## config.mk

```make
export PLATFORM = sky130hd
export DESIGN_NAME = regfile_wb_sequencer_flat
export DESIGN_NICKNAME = d
export VERILOG_FILES = /design/src/rtl/regfile_wb_sequencer_if.sv /design/src/rtl/regfile_wb_sequencer.sv /design/src/flat_wrapper.sv
export SDC_FILE = /design/constraint.sdc
export NUM_CORES = 1
export LEC_CHECK = 0
export CAP_MARGIN = 20
export CORE_UTILIZATION = 35
export DETAILED_ROUTE_END_ITERATION = 10
export PLACE_DENSITY = 0.71
export RECOVER_POWER = 50
export SLEW_MARGIN = 20
export SYNTH_ARGS = -nofsm -noshare
export SYNTH_HDL_FRONTEND = slang
export SYNTH_SLANG_ARGS = --single-unit
```

## constraint.sdc

```tcl
create_clock -name clk -period 2.4 [get_ports clk]
set_input_delay 0.48 -clock clk [delete_from_list [all_inputs] [get_ports clk]]
set_output_delay 0.48 -clock clk [all_outputs]
set_load 0.05 [all_outputs]
```

## src/rtl/regfile_wb_sequencer_if.sv

```systemverilog
// Bus between the two write-back requesters, the sequencer and the register file.
// Requesters/register-file side uses the master modport; the sequencer uses slave.
interface regfile_wb_sequencer_if #(
  parameter int DATA_W  = 16,
  parameter int NIB_CNT = 4,
  parameter int ADDR_W  = 4
);
  logic [1:0]         req_valid;
  logic [ADDR_W-1:0]  req_addr0;
  logic [DATA_W-1:0]  req_data0;
  logic [NIB_CNT-1:0] req_mask0;
  logic [ADDR_W-1:0]  req_addr1;
  logic [DATA_W-1:0]  req_data1;
  logic [NIB_CNT-1:0] req_mask1;
  logic [1:0]         req_ready;
  logic [1:0]         done;
  logic               busy;
  logic               err_addr;
  logic               rf_write;
  logic [ADDR_W-1:0]  rf_write_reg;
  logic [DATA_W-1:0]  rf_write_data;
  logic [1:0]         rf_quarter;

  modport master (
    output req_valid, req_addr0, req_data0, req_mask0,
    output req_addr1, req_data1, req_mask1,
    input  req_ready, done, busy, err_addr,
    input  rf_write, rf_write_reg, rf_write_data, rf_quarter
  );

  modport slave (
    input  req_valid, req_addr0, req_data0, req_mask0,
    input  req_addr1, req_data1, req_mask1,
    output req_ready, done, busy, err_addr,
    output rf_write, rf_write_reg, rf_write_data, rf_quarter
  );
endinterface

```

## src/rtl/regfile_wb_sequencer.sv

```systemverilog
// Write-back sequencer: arbitrates ALU/load writes and issues them as masked nibble writes.
// Define WB_FIXED_PRIO_EN to make the load port always win contention (default round-robin).
module regfile_wb_sequencer #(
  parameter int DATA_W  = 16,
  parameter int NIB_CNT = 4,
  parameter int ADDR_W  = 4
) (
  input logic                   clk,
  input logic                   rst_n,
  regfile_wb_sequencer_if.slave wb
);

  typedef enum logic [1:0] {IDLE, WRITE, DONE} state_t;

  state_t             state, state_n;
  logic               last_grant, last_grant_n;
  logic               grant, grant_n;
  logic [ADDR_W-1:0]  lat_addr, lat_addr_n;
  logic [DATA_W-1:0]  lat_data, lat_data_n;
  logic [NIB_CNT-1:0] mask_rem, mask_rem_n;
  logic               err_q, err_n;
  logic [1:0]         done_q, done_n;
  logic               rf_write_q, rf_write_n;
  logic [ADDR_W-1:0]  rf_write_reg_q, rf_write_reg_n;
  logic [DATA_W-1:0]  rf_write_data_q, rf_write_data_n;
  logic [1:0]         rf_quarter_q, rf_quarter_n;

  logic               sel;
  logic [1:0]         ready;
  logic               issue;
  logic [1:0]         nib_idx;
  logic [ADDR_W-1:0]  src_addr;
  logic [DATA_W-1:0]  src_data;
  logic [NIB_CNT-1:0] src_mask;

  function automatic logic [1:0] lowest_nib(input logic [NIB_CNT-1:0] m);
    lowest_nib = '0;
    for (int i = NIB_CNT - 1; i >= 0; i--) begin
      if (m[i]) lowest_nib = 2'(i);
    end
  endfunction

  always_comb begin
    sel   = 1'b0;
    ready = 2'b00;
    unique case (wb.req_valid)
      2'b01: sel = 1'b0;
      2'b10: sel = 1'b1;
      2'b11: begin
`ifdef WB_FIXED_PRIO_EN
        sel = 1'b1;
`else
        sel = ~last_grant;
`endif
      end
      default: sel = 1'b0;
    endcase
    if (state == IDLE && wb.req_valid != 2'b00) ready[sel] = 1'b1;
  end

  // The accept cycle and every WRITE cycle share one issue path, so the
  // first nibble is registered on the accept edge itself.
  always_comb begin
    state_n         = state;
    last_grant_n    = last_grant;
    grant_n         = grant;
    lat_addr_n      = lat_addr;
    lat_data_n      = lat_data;
    mask_rem_n      = mask_rem;
    err_n           = err_q;
    done_n          = 2'b00;
    rf_write_n      = 1'b0;
    rf_write_reg_n  = '0;
    rf_write_data_n = '0;
    rf_quarter_n    = 2'b00;
    src_addr        = lat_addr;
    src_data        = lat_data;
    src_mask        = mask_rem;
    issue           = 1'b0;
    nib_idx         = 2'b00;

    unique case (state)
      IDLE: begin
        if ((wb.req_valid & ready) != 2'b00) begin
          grant_n      = sel;
          last_grant_n = sel;
          issue        = 1'b1;
          src_addr     = sel ? wb.req_addr1 : wb.req_addr0;
          src_data     = sel ? wb.req_data1 : wb.req_data0;
          src_mask     = sel ? wb.req_mask1 : wb.req_mask0;
          lat_addr_n   = src_addr;
          lat_data_n   = src_data;
          if (src_addr > ADDR_W'(7)) err_n = 1'b1;
        end
      end
      WRITE:   issue   = 1'b1;
      DONE:    state_n = IDLE;
      default: state_n = IDLE;
    endcase

    if (issue) begin
      if (src_mask == '0) begin
        state_n          = DONE;
        done_n[grant_n]  = 1'b1;
      end else begin
        nib_idx             = lowest_nib(src_mask);
        rf_write_n          = 1'b1;
        rf_quarter_n        = nib_idx;
        rf_write_reg_n      = src_addr;
        rf_write_data_n     = DATA_W'(src_data[4*nib_idx +: 4]);
        mask_rem_n          = src_mask;
        mask_rem_n[nib_idx] = 1'b0;
        state_n             = WRITE;
      end
    end
  end

  always_ff @(posedge clk or negedge rst_n) begin
    if (!rst_n) begin
      state           <= IDLE;
      last_grant      <= 1'b1;
      grant           <= 1'b0;
      lat_addr        <= '0;
      lat_data        <= '0;
      mask_rem        <= '0;
      err_q           <= 1'b0;
      done_q          <= 2'b00;
      rf_write_q      <= 1'b0;
      rf_write_reg_q  <= '0;
      rf_write_data_q <= '0;
      rf_quarter_q    <= 2'b00;
    end else begin
      state           <= state_n;
      last_grant      <= last_grant_n;
      grant           <= grant_n;
      lat_addr        <= lat_addr_n;
      lat_data        <= lat_data_n;
      mask_rem        <= mask_rem_n;
      err_q           <= err_n;
      done_q          <= done_n;
      rf_write_q      <= rf_write_n;
      rf_write_reg_q  <= rf_write_reg_n;
      rf_write_data_q <= rf_write_data_n;
      rf_quarter_q    <= rf_quarter_n;
    end
  end

  assign wb.req_ready     = ready;
  assign wb.done          = done_q;
  assign wb.busy          = (state != IDLE);
  assign wb.err_addr      = err_q;
  assign wb.rf_write      = rf_write_q;
  assign wb.rf_write_reg  = rf_write_reg_q;
  assign wb.rf_write_data = rf_write_data_q;
  assign wb.rf_quarter    = rf_quarter_q;

endmodule

```

## src/flat_wrapper.sv

```systemverilog
// flat-port wrapper written by rule: the top's interface ports become plain ports
module regfile_wb_sequencer_flat 
#(
  parameter int DATA_W  = 16,
  parameter int NIB_CNT = 4,
  parameter int ADDR_W  = 4
)
  (clk, rst_n, wb_req_valid, wb_req_addr0, wb_req_data0, wb_req_mask0, wb_req_addr1, wb_req_data1, wb_req_mask1, wb_req_ready, wb_done, wb_busy, wb_err_addr, wb_rf_write, wb_rf_write_reg, wb_rf_write_data, wb_rf_quarter);
  regfile_wb_sequencer_if #(.DATA_W(DATA_W), .NIB_CNT(NIB_CNT), .ADDR_W(ADDR_W)) wb_i ();
  input logic clk;
  input logic rst_n;
  input wire logic [$bits(wb_i.req_valid)-1:0] wb_req_valid;
  input wire logic [$bits(wb_i.req_addr0)-1:0] wb_req_addr0;
  input wire logic [$bits(wb_i.req_data0)-1:0] wb_req_data0;
  input wire logic [$bits(wb_i.req_mask0)-1:0] wb_req_mask0;
  input wire logic [$bits(wb_i.req_addr1)-1:0] wb_req_addr1;
  input wire logic [$bits(wb_i.req_data1)-1:0] wb_req_data1;
  input wire logic [$bits(wb_i.req_mask1)-1:0] wb_req_mask1;
  output wire logic [$bits(wb_i.req_ready)-1:0] wb_req_ready;
  output wire logic [$bits(wb_i.done)-1:0] wb_done;
  output wire logic [$bits(wb_i.busy)-1:0] wb_busy;
  output wire logic [$bits(wb_i.err_addr)-1:0] wb_err_addr;
  output wire logic [$bits(wb_i.rf_write)-1:0] wb_rf_write;
  output wire logic [$bits(wb_i.rf_write_reg)-1:0] wb_rf_write_reg;
  output wire logic [$bits(wb_i.rf_write_data)-1:0] wb_rf_write_data;
  output wire logic [$bits(wb_i.rf_quarter)-1:0] wb_rf_quarter;
  assign wb_i.req_valid = wb_req_valid;
  assign wb_i.req_addr0 = wb_req_addr0;
  assign wb_i.req_data0 = wb_req_data0;
  assign wb_i.req_mask0 = wb_req_mask0;
  assign wb_i.req_addr1 = wb_req_addr1;
  assign wb_i.req_data1 = wb_req_data1;
  assign wb_i.req_mask1 = wb_req_mask1;
  assign wb_req_ready = wb_i.req_ready;
  assign wb_done = wb_i.done;
  assign wb_busy = wb_i.busy;
  assign wb_err_addr = wb_i.err_addr;
  assign wb_rf_write = wb_i.rf_write;
  assign wb_rf_write_reg = wb_i.rf_write_reg;
  assign wb_rf_write_data = wb_i.rf_write_data;
  assign wb_rf_quarter = wb_i.rf_quarter;
  regfile_wb_sequencer #(.DATA_W(DATA_W), .NIB_CNT(NIB_CNT), .ADDR_W(ADDR_W)) u_core (.clk(clk), .rst_n(rst_n), .wb(wb_i));
endmodule
```

### Yosys cells after proc, flatten, opt, wreduce, memory -nomap -nowiden

Index checks and enable logic that the tools add are counted.

* flip-flop bits (word level): 54
* latch bits: 0
* memory bits (writable): 0
* ROM bits: 0
* output and inout bits: 29
* word-level logic and storage cells: 82
* memories: 0

* $add $sub $neg: 0
* multipliers: 0
* div/mod/pow operators: 0
* magnitude comparators: 7
* equal/unequal tests: 4
* shift-type cells: 1
* muxes and demuxes: 40
* bitwise gates (word level): 5
* reductions and logical operators: 13

Operators with widths (count)
* two-way mux 16 bit: 4
* two-way mux 4 bit: 9
* two-way mux 2 bit: 14
* indexed part select 16 x 5 -> 4 bit: 1
* two-way mux 1 bit: 8
* nonzero test 2 bit: 3
* bitwise AND 4 bit: 1
* == test 2 bit, second input constant: 2
* > comparator 4 x 3 -> 1 bit, second input constant: 1
* logical AND 1 bit: 4
* zero test 4 bit: 1
* < comparator 1 x 2 -> 1 bit, second input constant: 2
* NOT 4 bit: 1
* case mux 1 bit (2 select lines): 2
* AND reduction 2 bit: 2
* < comparator 2 x 3 -> 1 bit, second input constant: 1
* AND reduction 3 bit: 1
* bitwise AND 2 bit: 1
* demux 1 bit (select 1 bit): 2
* demux 1 bit (select 2 bit): 1
* == test 2 x 1 -> 1 bit, second input constant: 1
* greater-or-equal comparator 1 bit, second input constant: 2
* greater-or-equal comparator 2 x 1 -> 1 bit, second input constant: 1
* zero test 2 bit: 1
* 3 further kinds: 4

### Logic depth before layout (Yosys ltp)

Gate-level depths: netlist (run 1).

* word-level depth: 23
* gate-level depth with buffers: 8
* gate-level depth less buffers: 7

### Worst setup path after synthesis (run 1)

OpenSTA, ideal clock, no wires.

* path type: in2reg
* from: in wb_req_valid[1]
* to: reg u_core.rf_write_data_q[2], in the netlist u_core.wb.rf_write_data[2]
* setup time: 0.111 ns
* arrival time: 1.989 ns
* path slack: 0.299 ns
* cell stages on the path: 8
* cells stage by stage: a21boi_1 nand2_1 inv_2 a222oi_1 clkbuf_1 and2_1 and3_1 a2111oi_2

* word-level cells in the longest chain between the ends: 20
* elaborated cells between the ends (all ways): 31

Ends and longest elaborated chain
* start, declared: line flat_wrapper.sv:12 `input wire logic [$bits(wb_i.req_valid)-1:0] wb_req_valid;`
* == test 2 bit: line regfile_wb_sequencer.sv:46 `unique case (wb.req_valid)`
* case mux 1 bit (2 select lines): line regfile_wb_sequencer.sv:46
* < comparator 1 x 2 -> 1 bit (not written as such) / greater-or-equal comparator 1 bit (equally long branches): line regfile_wb_sequencer.sv:58 `if (state == IDLE && wb.req_valid != 2'b00) ready[sel] = 1'b1;`
* logical AND 1 bit (not written as such): line regfile_wb_sequencer.sv:58
* two-way mux 1 bit (not written as such): line regfile_wb_sequencer.sv:58
* demux 1 bit (select 1 bit)
* two-way mux 2 bit *: line regfile_wb_sequencer.sv:58
* named net wb_req_ready[1]: line flat_wrapper.sv:19 `output wire logic [$bits(wb_i.req_ready)-1:0] wb_req_ready;`
* [... 3 more ...]
* two-way mux 4 bit: line regfile_wb_sequencer.sv:82 `unique case (state)`
* two-way mux 2 bit (4 in series): line regfile_wb_sequencer.sv:39 `if (m[i]) lowest_nib = 2'(i);`
* two-way mux 2 bit: line regfile_wb_sequencer.sv:102 `if (src_mask == '0) begin`
* two-way mux 2 bit: line regfile_wb_sequencer.sv:101 `if (issue) begin`
* indexed part select 16 x 5 -> 4 bit: line regfile_wb_sequencer.sv:110 `rf_write_data_n = DATA_W'(src_data[4*nib_idx +: 4]);`
* two-way mux 4 bit: line regfile_wb_sequencer.sv:102
* two-way mux 16 bit *: line regfile_wb_sequencer.sv:101
* named net u_core.rf_write_data_n[2]: line regfile_wb_sequencer.sv:25 `logic [DATA_W-1:0] rf_write_data_q, rf_write_data_n;`
* end signal, assigned: line regfile_wb_sequencer.sv:143 `rf_write_data_q <= rf_write_data_n;`
* end, declared: line regfile_wb_sequencer.sv:25

The timed path passes the listed nets; every way through them passes the cells marked *. The select of a mux whose other input is x is not followed.
A chain may end at the register's enable or synchronous reset.

### Worst setup path in the final report (run 1)

* from: in wb_req_valid[0]
* to: reg u_core.rf_write_data_q[0], in the netlist u_core.wb.rf_write_data[0]

* word-level cells in the longest chain between the ends: 20
* elaborated cells between the ends (all ways): 31

Ends and longest elaborated chain
* == test 2 bit: line regfile_wb_sequencer.sv:46
* case mux 1 bit (2 select lines): line regfile_wb_sequencer.sv:46
* < comparator 1 x 2 -> 1 bit (not written as such) / greater-or-equal comparator 1 bit (equally long branches): line regfile_wb_sequencer.sv:58
* logical AND 1 bit (not written as such): line regfile_wb_sequencer.sv:58
* two-way mux 1 bit (not written as such): line regfile_wb_sequencer.sv:58
* demux 1 bit (select 1 bit)
* two-way mux 2 bit: line regfile_wb_sequencer.sv:58
* bitwise AND 2 bit: line regfile_wb_sequencer.sv:84 `if ((wb.req_valid & ready) != 2'b00) begin`
* [... 2 more ...]
* two-way mux 4 bit: line regfile_wb_sequencer.sv:82
* two-way mux 2 bit (4 in series): line regfile_wb_sequencer.sv:39
* two-way mux 2 bit: line regfile_wb_sequencer.sv:102
* two-way mux 2 bit: line regfile_wb_sequencer.sv:101
* indexed part select 16 x 5 -> 4 bit: line regfile_wb_sequencer.sv:110
* two-way mux 4 bit: line regfile_wb_sequencer.sv:102
* two-way mux 16 bit *: line regfile_wb_sequencer.sv:101
* named net u_core.rf_write_data_n[0]: line regfile_wb_sequencer.sv:25

Marks and branches as above.

==> flow_metrics.tcl, run 1 <==
set metrics [dict create \
    start_kind "input port" \
    grt_max_degree 43 \
    area_growth_pct 50.9 \
    top_usage_layer "met2" \
    vias 1725 \
    clockPowerShare 0.142 \
    hpwlAfterDp_um 3770 \
    synth_top_family_by_area "compound AO/OA/AOI/OAI gates" \
    via_per_inst 4.93 \
    grt_pass1_wl_um 8200 \
    stdcell_count 350 \
    fin_util 0.550 \
    finalPower_uw 3960 \
    first_pass_iters 4 \
    clkTransAtPathRegs_ns 0.07 \
    switching_share 0.412 \
    cts_buffers 5 \
    rsz0062_at_grt "false" \
    setup_viol 0 \
    gp_congestion 0.887 \
    critical_path_class "input port to flip-flop" \
    tightest_slew_ns 1.03 \
    rows 27 \
    synth_edf_count 0 \
    critPathRequiredTime_ns 2.59 \
    switchingPower_uw 1630 \
    path_cells "clkdlybuf4s50_1, buf_4, nand3_1, inv_2, buf_12, a221oi_4, buf_6, nand3_1, and3_1, a2111oi_2" \
    synth_compound_area_frac 0.213 \
    multi_input_area_um2 828 \
    synth_area_um2 2020 \
    synthFlopType "dfrtp_1" \
    ios 81 \
    cts.sinks 42 \
    status "finished, final reports clean" \
    final.setup.tns_ns 0 \
    die-area_um2 6080 \
    finClkSkew_ns 0.00412 \
    maxCapViolations 0 \
    synthCells 188 \
    slew_violations 0 \
    critPathTopFamily "buffers and inverters" \
    p_comb_frac 0.574 \
    arrival_ns 2.47 \
    end_kind "flip-flop" \
    drt_iter0_markers 94 \
    antenna_found_initial 0 \
    grt_overflow_total 0 \
    yosys_warnings 0 \
    cts_hold_buf 0 \
    start_util 0.364 \
    max_freq_mhz 438 \
    diodes 0 \
    p_leak_uw 0.00135 \
    synth_fa_ha_area_frac 0 \
    insertion_delay_ns 0.29 \
    grt_usage 0.177 \
    dpl_cell_area_um2 2920 \
    drtAntennaViolNets 0 \
    cts_buffer_depth 2 \
    drive_above_1_share 0.209 \
    die_h_um 78.0 \
    cts_max_level 2 \
    fin_nets 330 \
    wl_per_cell_um 14.3 \
    ys_seq_area_frac 0.521 \
    crit_buf_inv 5 \
    cts_root_buffer "clkbuf_8" \
    crit_path_frequent_cell "nand3_1" \
    hold_viol 0 \
    p_int_uw 2330 \
    hold_path.class "input port to asynchronous set/reset pin" \
    dp_cells 342 \
    core_region_area_um2 5540 \
    nFillCells 512 \
    fin_crit_sh 0.951 \
    gr-usage-met2 0.285 \
    yosys.area_share.simple 0.176 \
    synth_xor_area_frac 0 \
    routed_wl_um 5000 \
    remaining_drc_errors 0 \
    seqPwrFrac 0.284 \
    grt_pass1_vias 1737 \
    cts_tree "yes" \
    async_flop_share 1.00 \
    largest_reg_flops 16 \
    ir_worst_vdd_mv 0.432 \
    ys_ff_latch 42 \
    regArea_um2 1050 \
    synth_cell_types 39 \
    crit_path_top_delay_cell "clkdlybuf4s50_1" \
    period_minus_slack_ns 2.28 \
    p_per_area_nw_per_um2 1300 \
    slowest_delay_ns 0.46 \
    relSlewSlack 0.312 \
    avgSynthCellArea_um2 10.7 \
    portBuffers 68 \
    use_met3 0.0471 \
    die_w_um 78.0 \
    use_met1 0.227 \
    path_max_fanout 7 \
    synthMuxAreaShare 0 \
    final_cell_area_um2 3050 \
]
-- synthesized netlist by cell type (2+ instances only) --
cell	instances	share of area
buf_1	2	0.0037
nor3_1	10	0.025
nand2_1	12	0.022
inv_2	2	0.0037
a21o_1	3	0.011
a2111oi_2	4	0.030
dfrtp_1	41	0.51
buf_4	12	0.045
and3_1	6	0.019
and2_1	3	0.0093
inv_1	9	0.017
nor2_1	16	0.030
a222oi_1	4	0.020
nand3_2	2	0.0099
clkbuf_1	5	0.0093
o22a_1	4	0.017
a221o_1	3	0.015
o22ai_1	6	0.019
buf_2	2	0.0050
nand2b_1	2	0.0062
o21ai_0	5	0.012
nand3b_1	8	0.030
o221a_2	8	0.045
nand3_1	4	0.0099
-- repair_timing --
item,4_1_cts,5_1_grt
setup buffers,0,1
endpoints found under the setup margin,0,4
gates resized for setup,0,4
-- per-stage QoR --
stage,worst slack [ns],hold WS [ns]
global placement,-0.154,0.456
CTS,0.0507,0.347
global route,0.00876,0.435
finish,0.119,0.355
floorplan,0.299,0.184
detailed placement,-0.184,0.461
-- power by group through the flow --
stage                     registers (uW)  clock network (uW)  logic [uW]
after floorplan                     1390                   0        1190
after global placement              1130                   0        2240
after detailed placement            1140                   0        2280
after CTS                           1130                 577        2280
after global routing                1160                 605        2470
final                               1130                 564        2270
-- cell type report --
cell class / count / share of cell area
Timing Repair Buffer: 94 / 0.303
Clock inverter: 1 / 0.00986
Multi-Input combinational cell: 124 / 0.272
Inverter: 11 / 0.0136
Sequential cell: 42 / 0.345
Tap cell: 72 / 0.0296
Clock buffer: 6 / 0.0271
-- placed cells by master, fill, tap and decap left out, types with 2 or more instances in the layout --
cell | synthesis | layout
nor2_1 | 16 | 16
o221a_2 | 8 | 8
nand3b_1 | 8 | 8
nand2b_1 | 2 | 2
o21ai_0 | 5 | 5
a2111oi_2 | 4 | 4
nand2_1 | 12 | 12
nand3_1 | 4 | 5
and3_1 | 6 | 6
o22ai_1 | 6 | 6
a222oi_1 | 4 | 4
nor3_1 | 10 | 10
conb_1 | 1 | 12
buf_4 | 12 | 23
a21o_1 | 3 | 3
clkdlybuf4s50_1 | 0 | 64
buf_12 | 0 | 4
dfrtp_1 | 41 | 41
a221o_1 | 3 | 3
inv_1 | 9 | 9
clkbuf_8 | 0 | 6
o22a_1 | 4 | 4
and2_1 | 3 | 3
inv_2 | 2 | 2
-- final timing paths --
| path | from | end | slack [ns] | cells after the start |
|---|---|---|---|---|
| setup / recovery | wb_req_valid[0] | u_core.wb.rf_write_data[0]$_DFF_PN0_ | 0.12 | 10 |
| hold / removal | rst_n | u_core.lat_data[3]$_DFF_PN0_ | 0.35 | 1 |
| setup reg to reg | u_core.state[0]$_DFFE_PN0P_ | u_core.wb.rf_write_data[0]$_DFF_PN0_ | 0.28 | 8 |
| hold reg to reg | u_core.last_grant$_DFFE_PN1P_ | u_core.last_grant$_DFFE_PN1P_ | 0.48 | 2 |
| max in group asynchronous | rst_n | u_core.mask_rem[0]$_DFFE_PN0P_ | 1.42 | 1 |
| min in group clk | u_core.last_grant$_DFFE_PN1P_ | u_core.last_grant$_DFFE_PN1P_ | 0.48 | 2 |
-- routing by layer --
| metal | vias to the layer above | part of all wire | routed length [um] |
|---|---|---|---|
| met1 | 811 | 0.46 | 2300 |
| li1 | 839 | - | - |
| met5 | - | 0 | 0 |
| met4 | 0 | 0.017 | 86 |
| met3 | 9 | 0.059 | 297 |
| met2 | 66 | 0.46 | 2320 |
-- cell families after synthesis --
logic type / count (synthesis)
AOI/OAI and AO/OA: 45
buffers and inverters: 33
DFF: 42
other: 1
and+or+nand+nor: 67
Note: power is estimated with default switching activity, not from simulation.
==> run 2, diff against run 1 <==
--- a/config.mk
+++ b/config.mk
@@ -8,4 +8,5 @@
 export CAP_MARGIN = 20
 export CORE_UTILIZATION = 35
+export CTS_BUF_LIST = sky130_fd_sc_hd__clkbuf_16
 export DETAILED_ROUTE_END_ITERATION = 10
 export PLACE_DENSITY = 0.71
==> constraint.sdc (replaced) <==
create_clock -name clk -period 2.4 [get_ports clk]
set_input_delay 0.48 -clock clk [delete_from_list [all_inputs] [get_ports clk]]
set_output_delay 0.48 -clock clk [all_outputs]
set_load 0.005 [all_outputs]
==> run 2 against run 1 <==
  * Register-to-register slack worse by 0.07 ns
  * Sequential power about the same
  * Core utilization increased by 0.61 points
  * Largest power group unchanged
  * Sequential share of layout area is 0.38 points lower
  * Flip-flop and latch count is the same
  * Cell area up 1.1%
  * Combinational power fell by 19%
  * Power is 5.8% lower
  * Global-route usage grew 0.65 points
  * First-iteration DRC count down 9.6%
  * Worst hold slack got worse by 0.085 ns
  * Highest routed layer unchanged
==> flow_metrics.tcl, run 2 (synthesized netlist as in run 1, its figures left out) <==
set metrics [dict create \
    crit_start "u_core.last_grant$_DFFE_PN1P_" \
    critical_path_class "flip-flop to output port" \
    finClkSkew_ns 0.00298 \
    gr-usage-met2 0.296 \
    grt_pass1_vias 1861 \
    ios 81 \
    status "finished, final reports clean" \
    use_met1 0.235 \
    start_util 0.364 \
    finalPower_uw 3740 \
    die_h_um 78.0 \
    remaining_drc_errors 0 \
    wl_per_cell_um 14.4 \
    drtAntennaViolNets 0 \
    period_minus_slack_ns 2.29 \
    slew_violations 0 \
    hpwlAfterDp_um 3890 \
    final_cell_area_um2 3080 \
    drt_iter0_markers 85 \
    crit_path_top_delay_cell "dfstp_2" \
    routed_wl_um 5090 \
    final_cell_mix "65 x clkdlybuf4s50_1, 41 x dfrtp_1, 22 x buf_4" \
    ir_worst_vdd_mv 0.517 \
    path_cells "nand2b_1, nand3_2, inv_4, buf_4, clkdlybuf4s50_1" \
    fin_nets 331 \
    cp-endpoint "wb_req_ready[0]" \
    largest_reg_flops 16 \
    grt_usage 0.183 \
    critPathRequiredTime_ns 1.92 \
    crit_buf_inv 3 \
    rr_endpoint "u_core.wb.rf_write_data[3]$_DFF_PN0_" \
    r2r_cells 10 \
    hold_path.class "input port to asynchronous set/reset pin" \
    final_common_cell "clkdlybuf4s50_1" \
    tightest_slew_ns 0.908 \
    hold_viol 0 \
    worstSetupPathDepth 5 \
    area_growth_pct 52.5 \
    drive_above_1_share 0.196 \
    portBuffers 68 \
    slowest_delay_ns 0.56 \
    critPathTopFamily "buffers and inverters" \
    cts.sinks 42 \
    die-area_um2 6080 \
    grt_max_degree 19 \
    stdcell_count 352 \
    relSlewSlack 0.394 \
    r2r_slack_ns 0.21 \
    diodes 0 \
    maxCapViolations 0 \
    core_region_area_um2 5540 \
    arrival_ns 1.81 \
    p_leak_uw 0.00135 \
    cts_buffers 5 \
    die_w_um 78.0 \
    grt_overflow_total 0 \
    clkTransAtPathRegs_ns 0.06 \
    dp_cells 343 \
    cts_max_level 2 \
    vias 1773 \
    r2r_start "u_core.last_grant$_DFFE_PN1P_" \
    cts_buffer_depth 2 \
    p_per_area_nw_per_um2 1210 \
    rsz0062_at_grt "false" \
    final.setup.tns_ns 0 \
    rows 27 \
    cts_tree "yes" \
    cts_root_buffer "clkbuf_16" \
    grt_pass1_wl_um 8740 \
    end_kind "output port" \
    dpl_cell_area_um2 2910 \
    start_kind "flip-flop" \
    via_per_inst 5.04 \
    setup_viol 0 \
    first_pass_iters 6 \
    antenna_found_initial 0 \
    gp_congestion 0.853 \
    use_met3 0.0447 \
    top_usage_layer "met2" \
    cts_hold_buf 0 \
    max_freq_mhz 436 \
    fin_crit_sh 0.956 \
    insertion_delay_ns 0.28 \
    path_max_fanout 5 \
]
==> run 2: worst min-delay path by stage <==
stage	to	startpoint	cells after the start	slack (ns)
floorplan	u_core.grant$_DFF_PN0_	rst_n	0	0.18
global placement	u_core.lat_data[1]$_DFF_PN0_	rst_n	1	0.40
detailed placement	u_core.lat_data[3]$_DFF_PN0_	rst_n	1	0.41
CTS	u_core.lat_data[3]$_DFF_PN0_	rst_n	1	0.11
global route	u_core.lat_data[1]$_DFF_PN0_	rst_n	1	0.34
finish	u_core.lat_data[1]$_DFF_PN0_	rst_n	1	0.27
==> run 2: area by class of cell <==
| cell class | count | area [um^2] |
|---|---|---|
| Clock buffer | 5 | 125 |
| Clock inverter | 3 | 40.0 |
| Fill cell | 497 | 2460 |
| Inverter | 11 | 43.8 |
| Multi-Input combinational cell | 124 | 841 |
| Sequential cell | 42 | 1050 |
| Tap cell | 72 | 90.1 |
| Timing Repair Buffer | 95 | 888 |
==> run 2: power breakdown <==
part	internal, uW	leakage (uW)	switching [uW]
Sequential	1020	0.000503	116
Clock	486	0.0000836	261
Combinational	937	0.000764	916
Total	2440	0.00135	1290
==> run 2: timing repair <==
item,CTS,global route
resized for setup,4,1
cloned,0,0
hold endpoints to repair,0,0
endpoints found under the setup margin,2,1
setup buffers,0,1
pin swaps,0,0
==> run 2: through the flow <==
| stage | utilization | setup WS [ns] | hold slack [ns] |
|---|---|---|---|
| 2_1_floorplan | - | 0.393 | 0.184 |
| 3_3_place_gp | 0.525 | -0.180 | 0.401 |
| 3_5_place_dp | 0.525 | -0.249 | 0.406 |
| 4_1_cts | 0.556 | 0.0692 | 0.106 |
| 5_1_grt | 0.556 | 0.00884 | 0.339 |
| 6_report | 0.556 | 0.105 | 0.270 |
==> run 2: routing by layer <==
layer / vias to the layer above / part of all wire
li1: 844 / -
met1: 840 / 0.45
met2: 76 / 0.47
met3: 13 / 0.065
met4: 0 / 0.024
met5: - / 0
==> run 3, diff against run 2 <==
- PLACE_DENSITY: 0.71 -> 0.74
- TNS_END_PERCENT: unset -> 30
==> run 3 against run 2 <==
  * Die area unchanged
  * Flip-flop and latch count stayed put
  * Core utilization shrank 1.2 points
  * Clock power is essentially flat
  * Non-clock buffer count down 9
  * Sequential share of layout area grew 0.78 points
  * Clock skew grew 0.0011 ns
  * Cell area decreased by 2.2%
  * Sequential power barely moved
  * Worst hold slack better by 0.087 ns
  * Cell count is 2.6% lower
  * First-iteration DRC count decreased by 16%
  * Critical endpoint unchanged
==> flow_metrics.tcl, run 3 (synthesized netlist as in run 1, its figures left out) <==
set metrics [dict create \
    cts_buffers 5 \
    die_h_um 78.0 \
    ir_worst_vdd_mv 0.583 \
    dp_cells 335 \
    grt_pass1_wl_um 7790 \
    gp_congestion 0.785 \
    routed_wl_um 4930 \
    crit_buf_inv 3 \
    arrival_ns 1.79 \
    path_max_fanout 7 \
    status "finished, final reports clean" \
    hold_viol 0 \
    cts_buffer_depth 2 \
    max_freq_mhz 440 \
    final.setup.tns_ns 0 \
    slowest_delay_ns 0.56 \
    critPathRequiredTime_ns 1.92 \
    diodes 0 \
    start_util 0.364 \
    grt_usage 0.166 \
    die_w_um 78.0 \
    drtAntennaViolNets 0 \
    cts_tree "yes" \
    first_pass_iters 4 \
    final_common_cell "clkdlybuf4s50_1" \
    drt_iter0_markers 71 \
    hpwlAfterDp_um 3730 \
    largest_reg_flops 16 \
    path_cells "nand2b_1, nand3_2, inv_2, buf_4, clkdlybuf4s50_1" \
    tightest_slew_ns 1.03 \
    drive_above_1_share 0.181 \
    post_cts_resized 4 \
    core_region_area_um2 5540 \
    fin_nets 322 \
    area_growth_pct 49.1 \
    relSlewSlack 0.311 \
    grt_overflow_total 0 \
    ios 81 \
    cts_hold_buf 0 \
    hold_path.class "input port to asynchronous set/reset pin" \
    final_cell_mix "65 x clkdlybuf4s50_1, 41 x dfrtp_1, 16 x nor2_1, 16 x buf_4" \
    crit_path_top_delay_cell "dfstp_2" \
    vias 1680 \
    holdWs_ns 0.357 \
    slew_violations 0 \
    grt_max_degree 23 \
    remaining_drc_errors 0 \
    cts_root_buffer "clkbuf_16" \
    cts_max_level 2 \
    period_minus_slack_ns 2.27 \
    die-area_um2 6080 \
    fin_crit_sh 0.946 \
    insertion_delay_ns 0.28 \
    setup_viol 0 \
    nFillCells 512 \
    p_leak_uw 0.00131 \
    critical_path_class "flip-flop to output port" \
    finClkSkew_ns 0.00404 \
    finalPower_uw 3670 \
    wl_per_cell_um 14.4 \
    portBuffers 68 \
    start_kind "flip-flop" \
    via_per_inst 4.90 \
    p_per_area_nw_per_um2 1220 \
    fin_util 0.544 \
    cts.sinks 42 \
    antenna_found_initial 0 \
    rsz0062_at_grt "false" \
    cts_setup_buffers 0 \
    rows 27 \
    end_kind "output port" \
    stdcell_count 343 \
    clkTransAtPathRegs_ns 0.06 \
    grt_pass1_vias 1664 \
    maxCapViolations 0 \
    critPathTopFamily "buffers and inverters" \
]
==> run 3: changes by cell type in the layout (fill, tap and decap cells not counted), sizes merged <==
cell / before / now
clkinvlp: 0 / 2
buf: 24 / 17
clkbuf: 9 / 7
clkinv: 2 / 0
==> run 3: metrics by stage <==
step | setup WS (ns) | instance area [um^2]
floorplan | 0.393 | 2060
CTS | 0.119 | 3020
detailed placement | -0.307 | 2840
global route | 0.0262 | 3010
finish | 0.130 | 3010
global placement | -0.222 | 2840
==> run 3: report_power, final <==
group          leakage, uW  switching [uW]  total, uW  internal, uW
Sequential        0.000503             111       1130          1020
Clock            0.0000760             258        747           489
Combinational     0.000728             914       1800           883
Total              0.00131            1280       3670          2390
==> run 3: layout make-up <==
class	instances	area (um^2)	area share
Sequential cell	42	1050	0.349
Multi-Input combinational cell	124	841	0.279
Timing Repair Buffer	86	817	0.271
Clock buffer	5	125	0.0415
Tap cell	72	90.1	0.0299
Clock inverter	3	45.0	0.0150
Inverter	11	41.3	0.0137
==> run 3: path summary, 6_finish.rpt <==
check                                                from                              endpoint  slack, ns  cells after the start
max                         u_core.last_grant$_DFFE_PN1P_                       wb_req_ready[0]       0.13                      5
min                                                 rst_n          u_core.lat_data[3]$_DFF_PN0_       0.36                      1
max reg2reg                 u_core.last_grant$_DFFE_PN1P_  u_core.wb.rf_write_data[0]$_DFF_PN0_       0.24                      8
min reg2reg                u_core.wb.err_addr$_DFFE_PN0P_        u_core.wb.err_addr$_DFFE_PN0P_       0.48                      1
max in group asynchronous                           rst_n        u_core.mask_rem[0]$_DFFE_PN0P_       0.95                      2
min in group clk           u_core.wb.err_addr$_DFFE_PN0P_        u_core.wb.err_addr$_DFFE_PN0P_       0.48                      1
==> run 3: metal layers <==
layer / global-route usage / part of all wire
met1: 0.212 / 0.44
met2: 0.274 / 0.47
met3: 0.0482 / 0.074
met4: 0.0481 / 0.0089
met5: 0 / 0
